`config.mk`:
```
export PLATFORM = sky130hd
export DESIGN_NAME = pipelined_decode_stage
export DESIGN_NICKNAME = d
export VERILOG_FILES = /design/src/rtl/cpu_isa_pkg.sv /design/src/rtl/reg_scoreboard.sv /design/src/rtl/pipelined_decode_stage.sv
export SDC_FILE = /design/constraint.sdc
export NUM_CORES = 1
export LEC_CHECK = 0
export ABC_AREA = 0
export CAP_MARGIN = 30
export CORE_ASPECT_RATIO = 2
export CORE_UTILIZATION = 40
export DETAILED_ROUTE_END_ITERATION = 7
export GPL_TIMING_DRIVEN = 0
export SKIP_CTS_REPAIR_TIMING = 1
export SYNTH_ARGS = -nofsm -noshare
export SYNTH_HDL_FRONTEND = slang
export SYNTH_SLANG_ARGS = --single-unit
```
`constraint.sdc`:
```
create_clock -name clk -period 6.4 [get_ports clk]
set_input_delay 1.6 -clock clk [delete_from_list [all_inputs] [get_ports clk]]
set_output_delay 1.6 -clock clk [all_outputs]
set_load 0.05 [all_outputs]
```
`src/rtl/cpu_isa_pkg.sv`:
```
// ISA constants shared by the decode stage: opcodes, control-word field
// positions and the opcode -> control-word decode function.
package cpu_isa_pkg;

   localparam int CW_W  = 15;
   localparam int OPC_W = 7;

   // control word = {RW,MD[1:0],BS[1:0],PS,MW,FS[4:0],MB,MA,CS}
   localparam int CW_RW = 14;
   localparam int CW_MB = 2;
   localparam int CW_MA = 1;
   localparam int CW_CS = 0;

   localparam logic [OPC_W-1:0] OP_NOP = 7'h00;
   localparam logic [OPC_W-1:0] OP_ADD = 7'h02;
   localparam logic [OPC_W-1:0] OP_SUB = 7'h05;
   localparam logic [OPC_W-1:0] OP_SLT = 7'h65;
   localparam logic [OPC_W-1:0] OP_AND = 7'h08;
   localparam logic [OPC_W-1:0] OP_OR  = 7'h0A;
   localparam logic [OPC_W-1:0] OP_XOR = 7'h0C;
   localparam logic [OPC_W-1:0] OP_ST  = 7'h01;
   localparam logic [OPC_W-1:0] OP_LD  = 7'h21;
   localparam logic [OPC_W-1:0] OP_ADI = 7'h22;
   localparam logic [OPC_W-1:0] OP_SBI = 7'h25;
   localparam logic [OPC_W-1:0] OP_NOT = 7'h2E;
   localparam logic [OPC_W-1:0] OP_ANI = 7'h28;
   localparam logic [OPC_W-1:0] OP_ORI = 7'h2A;
   localparam logic [OPC_W-1:0] OP_XRI = 7'h2C;
   localparam logic [OPC_W-1:0] OP_AIU = 7'h62;
   localparam logic [OPC_W-1:0] OP_SIU = 7'h45;
   localparam logic [OPC_W-1:0] OP_MOV = 7'h40;
   localparam logic [OPC_W-1:0] OP_LSL = 7'h30;
   localparam logic [OPC_W-1:0] OP_LSR = 7'h31;
   localparam logic [OPC_W-1:0] OP_JMR = 7'h61;
   localparam logic [OPC_W-1:0] OP_BZ  = 7'h20;
   localparam logic [OPC_W-1:0] OP_BNZ = 7'h60;
   localparam logic [OPC_W-1:0] OP_JMP = 7'h44;
   localparam logic [OPC_W-1:0] OP_JML = 7'h07;

   typedef struct packed {
      logic [CW_W-1:0] cw;
      logic            illegal;
   } dec_t;

   // Unknown opcodes decode as NOP with the illegal flag set, never X.
   function automatic dec_t decode_op(input logic [OPC_W-1:0] opc);
      dec_t d;
      d.cw      = '0;
      d.illegal = 1'b0;
      case (opc)
         OP_NOP: d.cw = 15'h0000;
         OP_ADD: d.cw = 15'h4010;
         OP_SUB: d.cw = 15'h4028;
         OP_SLT: d.cw = 15'h6028;
         OP_AND: d.cw = 15'h4040;
         OP_OR:  d.cw = 15'h4050;
         OP_XOR: d.cw = 15'h4060;
         OP_ST:  d.cw = 15'h0100;
         OP_LD:  d.cw = 15'h5000;
         OP_ADI: d.cw = 15'h4015;
         OP_SBI: d.cw = 15'h402D;
         OP_NOT: d.cw = 15'h4070;
         OP_ANI: d.cw = 15'h4044;
         OP_ORI: d.cw = 15'h4054;
         OP_XRI: d.cw = 15'h4064;
         OP_AIU: d.cw = 15'h4014;
         OP_SIU: d.cw = 15'h402C;
         OP_MOV: d.cw = 15'h4000;
         OP_LSL: d.cw = 15'h4080;
         OP_LSR: d.cw = 15'h4088;
         OP_JMR: d.cw = 15'h0800;
         OP_BZ:  d.cw = 15'h0405;
         OP_BNZ: d.cw = 15'h0605;
         OP_JMP: d.cw = 15'h0C05;
         OP_JML: d.cw = 15'h4C3F;
         default: d.illegal = 1'b1;
      endcase
      return d;
   endfunction

endpackage

```
`src/rtl/reg_scoreboard.sv`:
```
// Per-register pending-write counters. Issue increments, writeback and
// flush of a held writer decrement (floored at zero). Source queries see
// a writeback retiring in the same cycle as already done.
module reg_scoreboard #(
   parameter int REG_AW = 5,
   parameter int PEND_W = 2
) (
   input  logic              clk,
   input  logic              rst_n,
   input  logic              inc_en,
   input  logic [REG_AW-1:0] inc_addr,
   input  logic              dec_en,
   input  logic [REG_AW-1:0] dec_addr,
   input  logic              fl_en,
   input  logic [REG_AW-1:0] fl_addr,
   input  logic [REG_AW-1:0] qa_addr,
   input  logic [REG_AW-1:0] qb_addr,
   input  logic [REG_AW-1:0] qd_addr,
   output logic              busy_a,
   output logic              busy_b,
   output logic              full_d
);

   localparam int NREG = 2**REG_AW;
   localparam logic [PEND_W-1:0] CNT_MAX = '1;

   logic [PEND_W-1:0] cnt     [NREG];
   logic [PEND_W-1:0] cnt_nxt [NREG];
   logic [PEND_W:0]   t;
   logic [PEND_W-1:0] cnt_a, cnt_b, cnt_d;
   logic              wb_a, wb_b, wb_d;

   assign cnt_a = cnt[qa_addr];
   assign cnt_b = cnt[qb_addr];
   assign cnt_d = cnt[qd_addr];
   assign wb_a  = dec_en && (dec_addr == qa_addr);
   assign wb_b  = dec_en && (dec_addr == qb_addr);
   assign wb_d  = dec_en && (dec_addr == qd_addr);

   // effective count = count minus a same-cycle writeback, floored at 0
   assign busy_a = cnt_a > {{(PEND_W-1){1'b0}}, wb_a};
   assign busy_b = cnt_b > {{(PEND_W-1){1'b0}}, wb_b};
   assign full_d = (cnt_d == CNT_MAX) && !wb_d;

   // next count per register: increment first, then each decrement with a zero floor
   always_comb begin
      t = '0;
      for (int r = 0; r < NREG; r++) begin
         t = {1'b0, cnt[r]} + {{PEND_W{1'b0}}, (inc_en && (inc_addr == REG_AW'(r)))};
         if (dec_en && (dec_addr == REG_AW'(r)) && (t != '0))
            t = t - (PEND_W+1)'(1);
         if (fl_en && (fl_addr == REG_AW'(r)) && (t != '0))
            t = t - (PEND_W+1)'(1);
         cnt_nxt[r] = t[PEND_W-1:0];
      end
   end

   // counter storage
   always_ff @(posedge clk or negedge rst_n) begin
      if (!rst_n) begin
         for (int r = 0; r < NREG; r++) cnt[r] <= '0;
      end else begin
         cnt <= cnt_nxt;
      end
   end

endmodule

```
`src/rtl/pipelined_decode_stage.sv`:
```
// Registered, handshaked decode stage: slices IR, decodes the control word,
// extends the immediate and holds RAW hazards via the pending-write scoreboard.
module pipelined_decode_stage
   import cpu_isa_pkg::*;
#(
   parameter int IR_W   = 32,
   parameter int OPC_W  = 7,
   parameter int REG_AW = 5,
   parameter int DATA_W = 32,
   parameter int PEND_W = 2
) (
   input  logic              clk,
   input  logic              rst_n,
   input  logic              flush,
   input  logic              in_valid,
   output logic              in_ready,
   input  logic [IR_W-1:0]   in_ir,
   output logic              out_valid,
   input  logic              out_ready,
   output logic [CW_W-1:0]   out_cw,
   output logic [REG_AW-1:0] out_da,
   output logic [REG_AW-1:0] out_aa,
   output logic [REG_AW-1:0] out_ba,
   output logic [DATA_W-1:0] out_imm,
   output logic              out_illegal,
   input  logic              wb_valid,
   input  logic [REG_AW-1:0] wb_addr,
   output logic              stall
);

   localparam int IMM_W = IR_W - OPC_W - 2*REG_AW;

   logic [OPC_W-1:0]  opc;
   logic [REG_AW-1:0] da, aa, ba;
   logic [IMM_W-1:0]  imm;
   logic [DATA_W-1:0] imm_ext;
   dec_t              dec;
   logic [CW_W-1:0]   cw;
   logic              busy_a, busy_b, full_d;
   logic              hazard, in_hs, inc_en, fl_en;

   // the immediate field overlaps BA; instructions use one or the other
   assign opc = in_ir[IR_W-1 -: OPC_W];
   assign da  = in_ir[IR_W-OPC_W-1 -: REG_AW];
   assign aa  = in_ir[IR_W-OPC_W-REG_AW-1 -: REG_AW];
   assign ba  = in_ir[IR_W-OPC_W-2*REG_AW-1 -: REG_AW];
   assign imm = in_ir[IMM_W-1:0];

   assign dec = decode_op(opc);
   assign cw  = dec.cw;

   assign imm_ext = cw[CW_CS] ? {{(DATA_W-IMM_W){imm[IMM_W-1]}}, imm}
                              : {{(DATA_W-IMM_W){1'b0}}, imm};

   // a saturated destination counter also holds issue so counts never wrap
   assign hazard   = (!cw[CW_MA] && busy_a) || (!cw[CW_MB] && busy_b) || (cw[CW_RW] && full_d);
   assign in_ready = (!out_valid || out_ready) && !hazard && !flush;
   assign in_hs    = in_valid && in_ready;
   assign stall    = in_valid && hazard;
   assign inc_en   = in_hs && cw[CW_RW];

   // only a held entry that is not leaving this cycle gives back its pending write
   assign fl_en = flush && out_valid && !out_ready && out_cw[CW_RW];

   reg_scoreboard #(
      .REG_AW (REG_AW),
      .PEND_W (PEND_W)
   ) u_scoreboard (
      .clk      (clk),
      .rst_n    (rst_n),
      .inc_en   (inc_en),
      .inc_addr (da),
      .dec_en   (wb_valid),
      .dec_addr (wb_addr),
      .fl_en    (fl_en),
      .fl_addr  (out_da),
      .qa_addr  (aa),
      .qb_addr  (ba),
      .qd_addr  (da),
      .busy_a   (busy_a),
      .busy_b   (busy_b),
      .full_d   (full_d)
   );

   // output holding register: load on handshake, drop on flush or consume
   always_ff @(posedge clk or negedge rst_n) begin
      if (!rst_n) begin
         out_valid   <= 1'b0;
         out_cw      <= '0;
         out_da      <= '0;
         out_aa      <= '0;
         out_ba      <= '0;
         out_imm     <= '0;
         out_illegal <= 1'b0;
      end else if (flush) begin
         out_valid <= 1'b0;
      end else if (in_hs) begin
         out_valid   <= 1'b1;
         out_cw      <= cw;
         out_da      <= da;
         out_aa      <= aa;
         out_ba      <= ba;
         out_imm     <= imm_ext;
         out_illegal <= dec.illegal;
      end else if (out_ready) begin
         out_valid <= 1'b0;
      end
   end

endmodule
```
Yosys cells after proc, flatten, opt, wreduce, memory -nomap -nowiden
Index checks and enable logic that the tools add are counted.

Register bits after elaboration: 128. Input port bits: 43. Output and inout port bits: 66. Logic and storage cells: 600.

$add $sub $neg: 96. $lt $le $gt $ge: 5. Equality and inequality tests: 121. Multiplexer cells: 79. Bitwise gates (word level): 4. Reductions and logical operators: 256.

Operators with widths (number): $pmux W15 S24 (1); $eq A5 B5 Y1 const B (48); $reduce_bool A3 Y1 (65); $logic_and A1 B1 Y1 (175); $eq A5 B4 Y1 const B (24); $add A2 B1 Y3 (32); $mux W3 (32); $sub A3 B1 Y3 const B (32); $mux W2 (38); $eq A7 B6 Y1 const B (10); $sub A2 B1 Y2 const B (32); $eq A5 B3 Y1 const B (12); $eq A7 B7 Y1 const B (7); $mux W32 (1); $bmux W2 S5 (3); $eq A5 B2 Y1 const B (6); $reduce_or A25 Y1 (1); $eq A7 B4 Y1 const B (3); $ge A6 B6 Y1 const B (3); $not A5 Y6 (3); $eq A5 B1 Y1 const B (3); $eq A5 B5 Y1 (3); $logic_not A5 Y1 (3); $eq A7 B3 Y1 const B (2); 10 further kinds (22).

Logic depth before layout (Yosys ltp)
Word-level depth: 21. Gate-level depth with buffers: 26. Mapped depth without buffers: 20.

Cells and area by module
A second synthesis with hierarchy kept.

Cell total of the unflattened synthesis: 1094. Area, all modules: 10616.4 um^2.

By module, submodules not included: reg_scoreboard (times used 1, cells an instance 875, area each 8141.6 um^2); pipelined_decode_stage (times used 1, cells an instance 219, area each 2474.9 um^2).

Worst setup path after synthesis
No wires, ideal clock.

Kind: input port to output port. Start point: in in_ir[15]. End point: out in_ready. Arrival time: 5.533 ns. Data required time: 4.800 ns. Slack: -0.733 ns. Stages on the path: 11. Path buffers: 2. Path through: clkbuf_1 > buf_1 > mux4_2 > mux4_2 > mux2i_1 > ha_1 > nor2_1 > a2111oi_2 > o22ai_1 > or2_2 > nor3_1.

Longest elaborated chain between the ends: 11.

RTL lines: start: declaration (RTL line pipelined_decode_stage.sv:17) `input logic [IR_W-1:0] in_ir,`; $not A5 Y6 (not written as such) (RTL line reg_scoreboard.sv:33) `assign cnt_a = cnt[qa_addr];`; $bmux W2 S5 (RTL line reg_scoreboard.sv:33); $mux W2 (not written as such) (2 in a row) (RTL line reg_scoreboard.sv:33); $gt A2 B1 Y1 * (RTL line reg_scoreboard.sv:41) `assign busy_a = cnt_a > {{(PEND_W-1){1'b0}}, wb_a};`; $logic_and A1 B1 Y1 * (RTL line pipelined_decode_stage.sv:56) `assign hazard = (!cw[CW_MA] && busy_a) || (!cw[CW_MB] && busy_b) || (cw[CW_RW] && full_d);`; $logic_or A1 B1 Y1 * (2 in a row) (RTL line pipelined_decode_stage.sv:56); $logic_not A1 Y1 * (RTL line pipelined_decode_stage.sv:57) `assign in_ready = (!out_valid || out_ready) && !hazard && !flush;`; $logic_and A1 B1 Y1 * (2 in a row) (RTL line pipelined_decode_stage.sv:57); end: declaration (RTL line pipelined_decode_stage.sv:16) `output logic in_ready,`.

Every way passes the cells marked *; elsewhere a longest branch is shown, timed or not. The select of a mux whose other input is x is not followed.

==> results.json <==
{
  "cts_made_buffers": 9,
  "criticalPathCategory": "input pin to flip-flop",
  "grt_pass1_wl_mm": 49.2,
  "cp.required_ns": 6.71,
  "max-vdd-ir-drop_mv": 0.152,
  "core-area_sq_um": 26400,
  "grt_antenna_before_repair": 1,
  "skew_ns": 0.0107,
  "cap_viol_max_count": 0,
  "ios": 109,
  "place_hpwl_mm": 25.5,
  "async_flop_share_pct": 100,
  "avgViaCountPerCell": 5.66,
  "layout_commonest_cell": "ha_1",
  "antenna_cells": 0,
  "synth_edf_count": 0,
  "first_pass_iters": 6,
  "cpPeakStageDelay_ns": 0.53,
  "start_kind": "input pin",
  "die-area_sq_um": 27600,
  "finalPower_w": 0.00307,
  "vias": 8958,
  "fin_crit_ns": 6.38,
  "final_cell_mix": "ha_1, dfrtp_1, inv_1",
  "die_w_microns": 118,
  "synthDistinctLibCells": 49,
  "cts_root_buf": "clkbuf_16",
  "port_buffers": 91,
  "wl_mm": 33.2,
  "area_growth_syn_to_layout_pct": 29.2,
  "start_util_pct": 40.8,
  "synth_area_leaders": "dfrtp_1, ha_1, mux4_2",
  "htreeDepth": 3,
  "ys.warnings.count": 0,
  "synth.cell_area_sq_um": 10800,
  "synth_top_area_cell": "dfrtp_1",
  "dp.cells": 1567,
  "grt_usage_pct": 23.9,
  "drive_gt1_share_pct": 26.2,
  "end_kind": "flip-flop",
  "cts_tree": "yes",
  "arrival_ns": 6.69,
  "path_clk_slew_ns": 0.07,
  "slowest_stage": "mux4_2",
  "place.gp.congestion": 0.954,
  "critPathMaxFanout": 10,
  "syn-num-nets": 1335,
  "layout.nets": 1439,
  "crit_top_cell": "ha_1",
  "hold_viol": 0,
  "clockBufferDepth": 2,
  "avgRoutedWirePerCell_microns": 21.0,
  "grt_max_degree": 90,
  "status": "finished, final reports clean",
  "max-slew-margin-rel_pct": 17.7,
  "drtIter0Drc": 458,
  "setup_viol": 0,
  "synth_seq_area_share_pct": 24.9,
  "drc": 0,
  "die_y_microns": 234,
  "ant_nets": 0,
  "max_slew.worst_pin.slew_ns": 1.23,
  "postSynthAreaPerCell_sq_um": 9.52,
  "max_freq_ghz": 0.157,
  "leakagePower_nw": 5.69,
  "synthCells": 1130,
  "rsz0062_at_grt": "yes",
  "slew_viol_final": 0,
  "rows": 84,
  "fin_crit_sh_pct": 99.7,
  "r2r_slack_ns": 1.04,
  "synth-seq-cells": 107,
  "yosysTopAreaCellShare_pct": 24.9,
  "clock_latency_ns": 0.39,
  "cts_sinks": 107,
  "synth_flop_cell": "dfrtp_1",
  "final_cells": 1583,
  "grt.overflow.total": 0,
  "hold_class": "flip-flop to flip-flop",
  "cp_cell_sequence": "buf_12 -> buf_12 -> mux4_2 -> mux4_2 -> mux2i_1 -> ha_2 -> nor2_4 -> a2111oi_4 -> o22ai_2 -> nor3_4 -> buf_6 -> buf_4 -> buf_6 -> and2_1 -> ha_1 -> ha_1 -> inv_1 -> ha_1 -> ha_1 -> or3_4 -> xnor2_1 -> ha_2 -> a211oi_4 -> mux2i_1",
  "grt_pass1_vias": 8890,
  "power-per-cell-area_nw_per_um2": 221
}
[cell type report]
| type | instances | area (sq um) |
|---|---|---|
| inverters | 105 | 394 |
| clock inverters | 5 | 52.6 |
| flip-flops and latches | 107 | 2680 |
| multi-input cells | 817 | 8330 |
| repair buffers | 116 | 1180 |
| well taps | 344 | 430 |
| clock buffers | 11 | 243 |
| plain buffers | 78 | 588 |
| fillers | 2359 | 12500 |
[worst max-delay path: cells and delay by family]
kind	cells	cell delay, ns
buffers and inverters	6	0.71
AOI/OAI and AO/OA	3	0.61
adders and majority gates	6	1.38
muxes	4	1.41
and+or+nand+nor	4	0.79
xor gates and xnor gates	1	0.18
[kinds of logic (layout without fill, tap and decap cells)]
group                    count (synthesis)  in the layout  share of synthesized area, %
buffers and inverters                  206            315                          8.43
XOR/XNOR                                81             81                          6.60
AO/OA/AOI/OAI                          137            137                          8.15
flip-flops                             107            107                          24.9
AND/OR/NAND/NOR                        293            293                          14.3
adder cells (fa/ha/maj)                162            162                          18.8
multiplexers                           144            144                          18.8
[synth_stat cells, drive strengths merged (24+ instances only)]
cell and count:
mux4 42, xnor2 64, nand2 42, or3 24
inv 105, nor2 67, buf 49, mux2i 56
clkbuf 52, mux2 46, a21oi 55, ha 162
a211oi 29, and2 30, dfrtp 107, nor3 45
[registers in the layout, indices dropped and copies added, names as in the netlist]
| register | cells |
|---|---|
| out_aa | 5 |
| out_da | 5 |
| out_cw | 15 |
| out_illegal | 1 |
| u_scoreboard.cnt | 64 |
| out_ba | 4 |
| out_valid | 1 |
| out_imm | 12 |
[power breakdown]
part | internal (W) | switching [W] | leakage [nW] | total, W
logic | 0.000618 | 0.000929 | 4.12 | 0.00155
clock network | 0.000312 | 0.000281 | 0.145 | 0.000594
registers | 0.000803 | 0.000126 | 1.42 | 0.000929
[layer usage]
layer  global-route usage (%)  wire length (microns)  up-vias  part of all wire [%]
li1                         -                      -     4163                     -
met1                     23.8                  12000     4415                    36
met2                     46.2                  18000      273                    54
met3                     3.89                   1140      105                   3.4
met4                     14.2                   2060        2                   6.2
met5                        0                     13        -                 0.039
[path summary, 6_finish.rpt]
kind | endpoint | depth (start not counted) | startpoint
worst max-delay path | u_scoreboard.cnt[53]$_DFF_PN0_ | 24 | in_ir[10]
worst max register to register | u_scoreboard.cnt[53]$_DFF_PN0_ | 22 | u_scoreboard.cnt[26]$_DFF_PN0_
min in group asynchronous | out_imm[9]$_DFFE_PN0P_ | 1 | rst_n
worst min register to register | out_imm[8]$_DFFE_PN0P_ | 1 | out_imm[8]$_DFFE_PN0P_
max in group asynchronous | u_scoreboard.cnt[37]$_DFF_PN0_ | 2 | rst_n
worst min-delay path | out_imm[8]$_DFFE_PN0P_ | 1 | out_imm[8]$_DFFE_PN0P_
[through the flow]
stage          hold slack, ns  area [sq um]  TNS, ns  utilization (%)  setup slack (ns)
2_1_floorplan           0.713         11100        0                -           0.00398
3_3_place_gp            0.469         12400  -153.64             47.2             -1.19
3_5_place_dp            0.474         12500   -69.00             47.3             -1.27
4_1_cts                 0.491         12800   -45.98             48.4            -0.906
5_1_grt                 0.503         13900    -1.43             52.7            -0.148
6_report                0.485         13900        0             52.7            0.0167
Note: power is estimated with default switching activity, not from simulation.
